`src/rtl/tohost_pkg.sv`:
```
// Shared definitions for the riscv-tests tohost/console monitor.
// Latency: n/a (types and constants only).
// Backpressure: n/a.
// Contents: monitor state enum, default register addresses, PASS result encoding.
package tohost_pkg;

   // RUN is the only non-terminal state; the others hold until reset.
   typedef enum logic [1:0] {
      ST_RUN     = 2'd0,
      ST_PASS    = 2'd1,
      ST_FAIL    = 2'd2,
      ST_TIMEOUT = 2'd3
   } state_t;

   localparam logic [31:0] DEFAULT_TOHOST_ADDR  = 32'h0000_1000;
   localparam logic [31:0] DEFAULT_CONSOLE_ADDR = 32'h0000_1004;

   // riscv-tests convention: (test_num << 1) | 1 reports a failure, and 1 alone is a pass.
   localparam logic [31:0] PASS_CODE = 32'h0000_0001;

endpackage

```
`src/rtl/tohost_watchdog.sv`:
```
// Saturating cycle counter with optional expiry compare for the tohost monitor.
// Latency: count updates one edge after count_en; expired is combinational from count.
// Backpressure: none; count_en alone gates counting.
// Ports: clk, rst (async active-high), count_en, count[31:0], expired.
// Macro TOHOST_TIMEOUT_EN: when undefined, expired is tied low and TIMEOUT_CYCLES is inert.
module tohost_watchdog #(
   parameter int unsigned TIMEOUT_CYCLES = 1_000_000
) (
   input  logic        clk,
   input  logic        rst,
   input  logic        count_en,
   output logic [31:0] count,
   output logic        expired
);

   // Holds at all-ones rather than wrapping, so a very long run never looks fresh.
   always_ff @(posedge clk or posedge rst) begin
      if (rst) begin
         count <= '0;
      end else if (count_en && (count != 32'hFFFF_FFFF)) begin
         count <= count + 32'd1;
      end
   end

`ifdef TOHOST_TIMEOUT_EN
   assign expired = (count >= 32'(TIMEOUT_CYCLES));
`else
   // The limit stays referenced so builds without the compare remain warning-free.
   logic unused_limit;
   assign unused_limit = ^TIMEOUT_CYCLES;
   assign expired      = 1'b0;
`endif

endmodule

```
`src/rtl/tohost_monitor.sv`:
```
// Watches CPU stores for riscv-tests tohost results and console putchar writes.
// Latency: halted/pass/fail/timeout and char_valid register one edge after acceptance.
// Backpressure: none; wr_ready is high whenever rst is low, so every store is taken.
// Ports: clk, rst (async active-high); wr_valid/wr_ready/wr_addr/wr_data/wr_strb store bus;
//        halted, pass, fail, timeout, test_num[30:0] result; char_valid, char_data[7:0] console;
//        cycle_count[31:0] cycles spent in RUN since reset release.
// Macro TOHOST_TIMEOUT_EN: enables the watchdog transition into TIMEOUT.
module tohost_monitor
   import tohost_pkg::*;
#(
   parameter logic [31:0] TOHOST_ADDR    = DEFAULT_TOHOST_ADDR,
   parameter logic [31:0] CONSOLE_ADDR   = DEFAULT_CONSOLE_ADDR,
   parameter int unsigned TIMEOUT_CYCLES = 1_000_000
) (
   input  logic        clk,
   input  logic        rst,
   input  logic        wr_valid,
   output logic        wr_ready,
   input  logic [31:0] wr_addr,
   input  logic [31:0] wr_data,
   input  logic [3:0]  wr_strb,
   output logic        halted,
   output logic        pass,
   output logic        fail,
   output logic        timeout,
   output logic [30:0] test_num,
   output logic        char_valid,
   output logic [7:0]  char_data,
   output logic [31:0] cycle_count
);

   state_t state;

   logic accept;
   logic tohost_hit;
   logic pass_hit;
   logic fail_hit;
   logic char_hit;
   logic expired;
   logic leave_run;
   logic count_en;

   // Derived straight from rst so it drops the instant reset asserts.
   assign wr_ready = ~rst;
   assign accept   = wr_valid & wr_ready;

   // Only full-word writes with bit 0 set carry a result; anything else is a no-op.
   assign tohost_hit = accept && (wr_addr == TOHOST_ADDR) && (wr_strb == 4'hF) && wr_data[0];
   assign pass_hit   = tohost_hit && (wr_data == PASS_CODE);
   assign fail_hit   = tohost_hit && (wr_data != PASS_CODE);
   assign char_hit   = accept && (wr_addr == CONSOLE_ADDR) && wr_strb[0];

   // The counter skips the edge that leaves RUN, so it freezes at the value
   // visible during the deciding cycle.
   assign leave_run = (state == ST_RUN) && (pass_hit || fail_hit || expired);
   assign count_en  = (state == ST_RUN) && !leave_run;

   tohost_watchdog #(
      .TIMEOUT_CYCLES (TIMEOUT_CYCLES)
   ) u_watchdog (
      .clk      (clk),
      .rst      (rst),
      .count_en (count_en),
      .count    (cycle_count),
      .expired  (expired)
   );

   // Result FSM; a tohost result takes priority over an expiry in the same cycle.
   always_ff @(posedge clk or posedge rst) begin
      if (rst) begin
         state    <= ST_RUN;
         halted   <= 1'b0;
         pass     <= 1'b0;
         fail     <= 1'b0;
`ifdef TOHOST_TIMEOUT_EN
         timeout  <= 1'b0;
`endif
         test_num <= '0;
      end else if (state == ST_RUN) begin
         if (pass_hit) begin
            state  <= ST_PASS;
            halted <= 1'b1;
            pass   <= 1'b1;
         end else if (fail_hit) begin
            state    <= ST_FAIL;
            halted   <= 1'b1;
            fail     <= 1'b1;
            test_num <= wr_data[31:1];
         end
`ifdef TOHOST_TIMEOUT_EN
         else if (expired) begin
            state   <= ST_TIMEOUT;
            halted  <= 1'b1;
            timeout <= 1'b1;
         end
`endif
      end
   end

`ifndef TOHOST_TIMEOUT_EN
   assign timeout = 1'b0;
`endif

   // Console strobe works in every state so post-mortem prints still appear.
   always_ff @(posedge clk or posedge rst) begin
      if (rst) begin
         char_valid <= 1'b0;
         char_data  <= '0;
      end else begin
         char_valid <= char_hit;
         if (char_hit) begin
            char_data <= wr_data[7:0];
         end
      end
   end

endmodule

```
`config.mk`:
```
export PLATFORM = sky130hd
export DESIGN_NAME = tohost_monitor
export DESIGN_NICKNAME = d
export VERILOG_FILES = /design/src/rtl/tohost_pkg.sv /design/src/rtl/tohost_watchdog.sv /design/src/rtl/tohost_monitor.sv
export SDC_FILE = /design/constraint.sdc
export NUM_CORES = 1
export LEC_CHECK = 0
export BUFFER_PORTS_ARGS = -buffer_cell sky130_fd_sc_hd__clkbuf_2
export CAP_MARGIN = 10
export CORE_MARGIN = 3
export CORE_UTILIZATION = 48
export DETAILED_ROUTE_END_ITERATION = 10
export PLACE_DENSITY = 0.88
export SLEW_MARGIN = 20
export SYNTH_ARGS = -nofsm -noshare
export SYNTH_HDL_FRONTEND = slang
export SYNTH_SLANG_ARGS = --single-unit
```
`constraint.sdc`:
```
create_clock -name clk -period 3.3 [get_ports clk]
set_clock_uncertainty 0.15 [all_clocks]
set_input_delay 0.66 -clock clk [delete_from_list [all_inputs] [get_ports clk]]
set_output_delay 0.66 -clock clk [all_outputs]
set_load 0.01 [all_outputs]
```
==> results of run 1 <==
-- power breakdown --
part,internal [mW],switching (mW)
sequential,0.943,0.000000112
combinational,0.0382,0.0501
clock,0.503,0.337
total,1.48,0.387
-- cells in the final DEF, fill, tap and decap left out, types with 3 or more instances in the layout --
cell type / instances
nand4_1: 18
mux2_4: 28
xor2_1: 16
clkbuf_8: 9
and3_1: 3
nor4_2: 8
nand2_1: 20
xnor2_1: 15
clkbuf_2: 146
nor2_1: 16
nor4_1: 11
mux2_2: 11
nand3_1: 11
bufinv_16: 3
and4_1: 3
buf_4: 4
nor3_1: 7
nor4b_1: 4
dfrtp_1: 77
-- per-layer routing --
layer,global-route usage (%),up-vias
met5,0,-
met1,27.2,1400
li1,-,1330
met3,3.25,18
met4,8.55,0
met2,36.3,122
-- registers in the layout, summed over array words and instances, names as in the netlist --
register          flops
char_valid            1
fail                  1
test_num             31
pass                  1
u_watchdog.count     32
halted                1
char_data             8
state                 2
-- through the flow --
step | worst slack [ns] | util, % | cells | hold WS (ns)
5_1_grt | 0.710 | 66.5 | 536 | 0.367
2_1_floorplan | 0.184 | - | 278 | 0.309
3_3_place_gp | 0.613 | 63.1 | 520 | 0.302
3_5_place_dp | 0.550 | 63.1 | 520 | 0.313
4_1_cts | 0.916 | 66.5 | 536 | 0.330
6_report | 0.932 | 66.5 | 536 | 0.323
-- layout make-up --
type / instances / area, µm²
repair buffers: 151 / 781
clock buffers: 10 / 128
multi-input cells: 193 / 1590
inverters: 3 / 12.5
flip-flops and latches: 77 / 1930
well taps: 96 / 120
clock inverters: 6 / 111
fillers: 555 / 2350
-- cells by family after synthesis --
group,after synthesis
fa+ha+maj,1
mux,39
other cells,1
flops,77
buf+inv,8
xor+xnor,31
compound gates,1
simple gates,120
-- path summary, 6_finish.rpt --
kind                                        endpoint  slack (ns)  depth (start not counted)
max in group asynchronous               test_num[22]        1.77                          4
worst min-delay path                          halted        0.32                          1
min in group asynchronous       u_watchdog.count[14]        0.38                          3
worst max register to register  u_watchdog.count[29]        0.93                          6
worst min register to register                halted        0.32                          1
worst max-delay path            u_watchdog.count[29]        0.93                          6
==> out/metrics.csv, run 1 <==
stage,metric,value,unit
run_status,outcome,finished clean,
routing,drt-initial-drc-count,90,
finish,design_area,4670,µm²
yosys,synth_commonest_cells,"dfrtp_1 (77), mux2_4 (28), nand2_1 (20)",
critical_path,crit_required,3.40,ns
yosys,yosysSeqAreaShare,53.5,%
floorplan,start_util,51.3,%
finish,antenna_cells,0,
routing,antenna_left,0,
grt,overflow,0,
clock_tree,path_clk_slew,0.08,ns
floorplan,die_w,92.6,µm
grt,grt_pass1_vias,3014,
sta,fmax,422,MHz
finish,fin_nets,507,
critical_path,cp_slowest_cell,dfrtp_1,
yosys,synth_edf_count,0,
hold_path,min_from,halted,
hold_path,hold_class,reg2reg,
critical_path,crit_path_max_incr_delay,0.46,ns
sta,slew_headroom,65.6,%
sta,tightest_slew,0.511,ns
routing,met2_length,4440,µm
grt,grt_pass1_wl,14500,µm
run,drv_cap,0,
clock_tree,cts_buffers,9,
routing,wirelength,8840,µm
critical_path,path_cells,and4_1 -> and3_1 -> and4_1 -> nand4b_1 -> nor3_1 -> xor2_1,
place,gp_congestion,0.867,
sta,rsz0062_at_grt,false,
finish,areaGrowthSynthToFinish,29.7,%
sta,finalSetupViolCount,0,
critical_path,reg2reg_from,u_watchdog.count[2],
clock_tree,cts.sinks,77,
yosys,synth_nets,350,
clock_tree,ctsHoldBuffers,0,
routing,drtPass1Iterations,4,
critical_path,critPathTopFamily,simple AND/OR/NAND/NOR gates,
sta,fin_crit_sh,71.8,%
routing,top_layer,met4,
floorplan,coreArea,7020,µm²
routing,wl_per_cell,16.5,µm
grt,grt_usage,21.3,%
clock_tree,tritoncts,yes,
yosys,synth-xor-area-share,7.54,%
place,port_buffers,146,
routing,via_count,2870,
finish,drive_above_1_share,50.5,%
routing,met1Wirelength,3730,µm
critical_path,critPathBufInv,0,
grt,grt_max_degree,41,
yosys,synth_top_family_by_area,simple AND/OR/NAND/NOR gates,
sta,hold_viol,0,
clock_tree,post_cts_buffers,0,
clock_tree,root_buffer,clkbuf_8,
sta,fin_tns_setup,0,ns
sta,fin_crit,2.37,ns
yosys,synth_cells,278,
sta,slew_viol_final,0,
yosys,synth.mux.area_fraction,15.1,%
critical_path,endpoint_kind,flop,
yosys,synth_area_per_cell,13.0,µm²
clock_tree,post_cts_resized,0,
clock_tree,htreeDepth,3,
yosys,synth-seq-cells,77,
power,p_leak,2.42,nW
yosys,ys_types,37,
yosys,synthTopCellsByArea,"dfrtp_1 (54%), mux2_4 (12%), xor2_1 (3.9%)",
critical_path,crit_start,u_watchdog.count[2],
yosys,yosysWarningCount,0,
power,finalPower,1.87,mW
floorplan,dieHeight,92.6,µm
critical_path,worst-setup-path-type,reg2reg,
critical_path,crit_path_max_fanout,8,
critical_path,cpMostUsedCell,and4_1,
floorplan,dieArea,8580,µm²
yosys,synth_simple_gate_area_share,20.9,%
routing,wl_met3,488,µm
yosys,async_flop_share,100,%
floorplan,num_rows,30,
clock_tree,cts.path.max_buffers,2,
place,dpl.hpwl,6950,µm
place,placed_cell_area,4430,µm²
yosys,synth_area,3600,µm²
power,power.density,401,nW/µm²
yosys,synth.most_common_cell,dfrtp_1,
critical_path,worstPathArrival,2.47,ns
yosys,yosysTopAreaCell,dfrtp_1,
yosys,synth_ff_type,dfrtp_1,
clock_tree,clock_latency,0.33,ns
floorplan,io_pins,148,
yosys,synth_compound_area_share,0.139,%
routing,via_per_inst,5.35,
yosys,netlist.area_leader.share,53.5,%
routing,drcViolationCount,0,
grt,antenna_found_initial,0,
critical_path,start_kind,flop,
power,vdd_drop_max,0.284,mV
yosys,synth-adder-area-share,0.347,%
(Power assumes the default switching activity.)
==> inputs of run 2 (changes only) <==
--- a/config.mk
+++ b/config.mk
@@ -5,12 +5,13 @@
 export SDC_FILE = /design/constraint.sdc
 export NUM_CORES = 1
 export LEC_CHECK = 0
+export ABC_AREA = 1
 export BUFFER_PORTS_ARGS = -buffer_cell sky130_fd_sc_hd__clkbuf_2
 export CAP_MARGIN = 10
 export CORE_MARGIN = 3
-export CORE_UTILIZATION = 48
+export CORE_UTILIZATION = 46
 export DETAILED_ROUTE_END_ITERATION = 10
-export PLACE_DENSITY = 0.88
+export PLACE_DENSITY = 0.85
 export SLEW_MARGIN = 20
 export SYNTH_ARGS = -nofsm -noshare
 export SYNTH_HDL_FRONTEND = slang
==> constraint.sdc (replaced) <==
create_clock -name clk -period 2.1 [get_ports clk]
set_clock_uncertainty 0.15 [all_clocks]
set_input_delay 0.42 -clock clk [delete_from_list [all_inputs] [get_ports clk]]
set_output_delay 0.42 -clock clk [all_outputs]
set_load 0.01 [all_outputs]
==> out/metrics.csv, run 2 <==
stage,metric,value,unit
run_status,outcome,finished clean,
critical_path,endpoint_kind,flop,
clock_tree,cts.sinks,77,
sta,fin_crit_sh,89.6,%
yosys,synth_cells,655,
routing,wirelength,12400,µm
floorplan,coreArea,9330,µm²
yosys,synth_area,4470,µm²
finish,fin_nets,876,
clock_tree,clock_latency,0.34,ns
power,p_leak,3.04,nW
power,power.density,505,nW/µm²
place,dpl.hpwl,9280,µm
finish,design_area,5630,µm²
yosys,synth.most_common_cell,nand2_1,
critical_path,crit_path_max_fanout,31,
sta,hold_viol,0,
grt,antenna_found_initial,0,
yosys,synth-seq-cells,77,
yosys,async_flop_share,100,%
clock_tree,path_clk_slew,0.08,ns
routing,via_per_inst,5.09,
yosys,ys_types,29,
power,clkPwrFrac,42.6,%
power,power_frac_comb,5.2,%
finish,final.fill_count,905,
sta,holdWs,0.0823,ns
yosys,synth_area_per_cell,6.83,µm²
floorplan,io_pins,148,
run,drv_cap,0,
grt,overflow,0,
place,placed_cell_area,5410,µm²
yosys,synth_commonest_cells,"nand2_1 (284), nor2_1 (98), dfrtp_1 (77)",
finish,final_common_cell,nand2_1,
clock_tree,post_cts_buffers,0,
clock_tree,cts_buffers,9,
grt,grt_usage,23.2,%
yosys,yosysSeqAreaShare,43.1,%
routing,drcViolationCount,0,
clock_tree,root_buffer,clkbuf_8,
grt,grt_pass1_wl,21100,µm
finish,drive_above_1_share,23.6,%
floorplan,dieArea,10900,µm²
critical_path,crit_required,2.23,ns
yosys,yosysTopAreaCell,dfrtp_1,
sta,worst_slack,0.218,ns
finish,final_util,60.3,%
sta,rsz0062_at_grt,false,
finish,largest_register_ff_count,32,
clock_tree,post_cts_resized,0,
critical_path,worst-setup-path-type,reg2reg,
yosys,synthTopCellsByArea,"dfrtp_1 (43%), nand2_1 (24%), nand4_1 (9.8%)",
yosys,yosysWarningCount,0,
routing,antenna_left,0,
critical_path,reg2reg_from,u_watchdog.count[1],
hold_path,hold_class,in2async,
critical_path,crit_start,u_watchdog.count[1],
place,port_buffers,146,
clock_tree,ctsHoldBuffers,0,
finish,largest_registers,"u_watchdog.count: 32 flops, test_num: 31 flops, char_data: 8 flops",
clock_tree,cts.path.max_buffers,2,
grt,grt_pass1_vias,4542,
sta,finalSetupViolCount,0,
routing,via_count,4768,
place,dp_cells,922,
place,place_ws,0.0637,ns
floorplan,start_util,47.9,%
floorplan,die_w,105,µm
power,p_seq_share,52.1,%
critical_path,start_kind,flop,
power,p_sw_share,22.3,%
finish,largest-register,u_watchdog.count,
critical_path,worstPathArrival,2.01,ns
sta,fin_tns_setup,0,ns
finish,areaGrowthSynthToFinish,25.8,%
clock_tree,tritoncts,yes,
sta,fmax,531,MHz
sta,slew_viol_final,0,
finish,mostFrequentLayoutCells,"nand2_1 (284), clkbuf_2 (146), nor2_1 (96), dfrtp_1 (77), nand4_1 (70)",
power,switching_power,633,µW
yosys,netlist.area_leader.share,43.1,%
grt,grt_max_degree,78,
routing,wl_per_cell,13.2,µm
clock_tree,htreeDepth,3,
routing,drtPass1Iterations,5,
critical_path,ff2ff_path_depth,10,
floorplan,dieHeight,105,µm
sta,fin_crit,1.88,ns
routing,drt-initial-drc-count,236,
floorplan,num_rows,35,
finish,final_cells,937,
power,finalPower,2.84,mW
power,vdd_drop_max,0.352,mV
power,p_int,2.21,mW
yosys,synth_ff_type,dfrtp_1,
place,gp_congestion,0.906,
finish,antenna_cells,0,
yosys,synth_edf_count,0,
yosys,synth_nets,727,
==> run 2: cell count changes in the layout (fill, tap and decap cells not counted), sizes merged, moves of 12 or more <==
cell,change
buf,+13
inv,+45
mux2,-39
nand2,+264
nand3,+12
nand4,+51
nor2,+83
nor4,-20
xor2,-13
==> run 2: cells by family (layout without fill, tap and decap cells) <==
kind of cell             after synthesis  count (layout)  synth area share, %
adder cells (fa/ha/maj)                1               1                0.280
AO/OA/AOI/OAI                          7               7                0.868
AND/OR/NAND/NOR                      484             484                 46.5
flip-flops                            77              77                 43.1
XOR/XNOR                              10              10                 1.96
other                                  1               1               0.0839
buffers and inverters                 75             228                 7.16
==> run 2: final timing paths <==
path                                         to  slack [ns]
setup / recovery           u_watchdog.count[29]        0.22
hold / removal             u_watchdog.count[20]        0.08
setup reg to reg           u_watchdog.count[29]        0.22
hold reg to reg                            fail        0.32
max in group asynchronous  u_watchdog.count[25]        1.41
min in group clk                   char_data[2]        0.17
==> run 2: critical path, cell delays in order, from the launching register on <==
cell and delay [ns]:
dfrtp_1 0.36, ha_1 0.20, nand3_2 0.15, inv_2 0.13, nand2_4 0.07, nor2_4 0.17
nand3_4 0.11, nand3_2 0.12, buf_12 0.19, nand2_1 0.08, nand2_1 0.07
==> run 2: cell type report <==
type                            instances  area [µm²]  share of cell area, %
Tap cell                              129         161                   2.87
Sequential cell                        77        1930                   34.3
Clock buffer                            9         124                   2.20
Clock inverter                          6        88.8                   1.58
Multi-Input combinational cell        503        2230                   39.7
Timing Repair Buffer                  164         903                   16.1
Inverter                               49         188                   3.34
==> run 2: layer usage <==
layer	track usage (%)	up-vias	wire, µm
met3	5.37	25	893
met2	36.8	161	5800
met4	7.40	0	257
li1	-	2395	-
met5	0	-	0
met1	31.6	2187	5460
==> run 2: power by group through the flow <==
| stage | sequential (mW) | clock (mW) | combinational (mW) |
|---|---|---|---|
| final | 1.48 | 1.21 | 0.149 |
| after global routing | 1.48 | 1.30 | 0.171 |
| after CTS | 1.48 | 1.24 | 0.151 |
| after detailed placement | 1.51 | 0 | 0.151 |
| after global placement | 1.51 | 0 | 0.149 |
| after floorplan | 1.51 | 0 | 0.0535 |
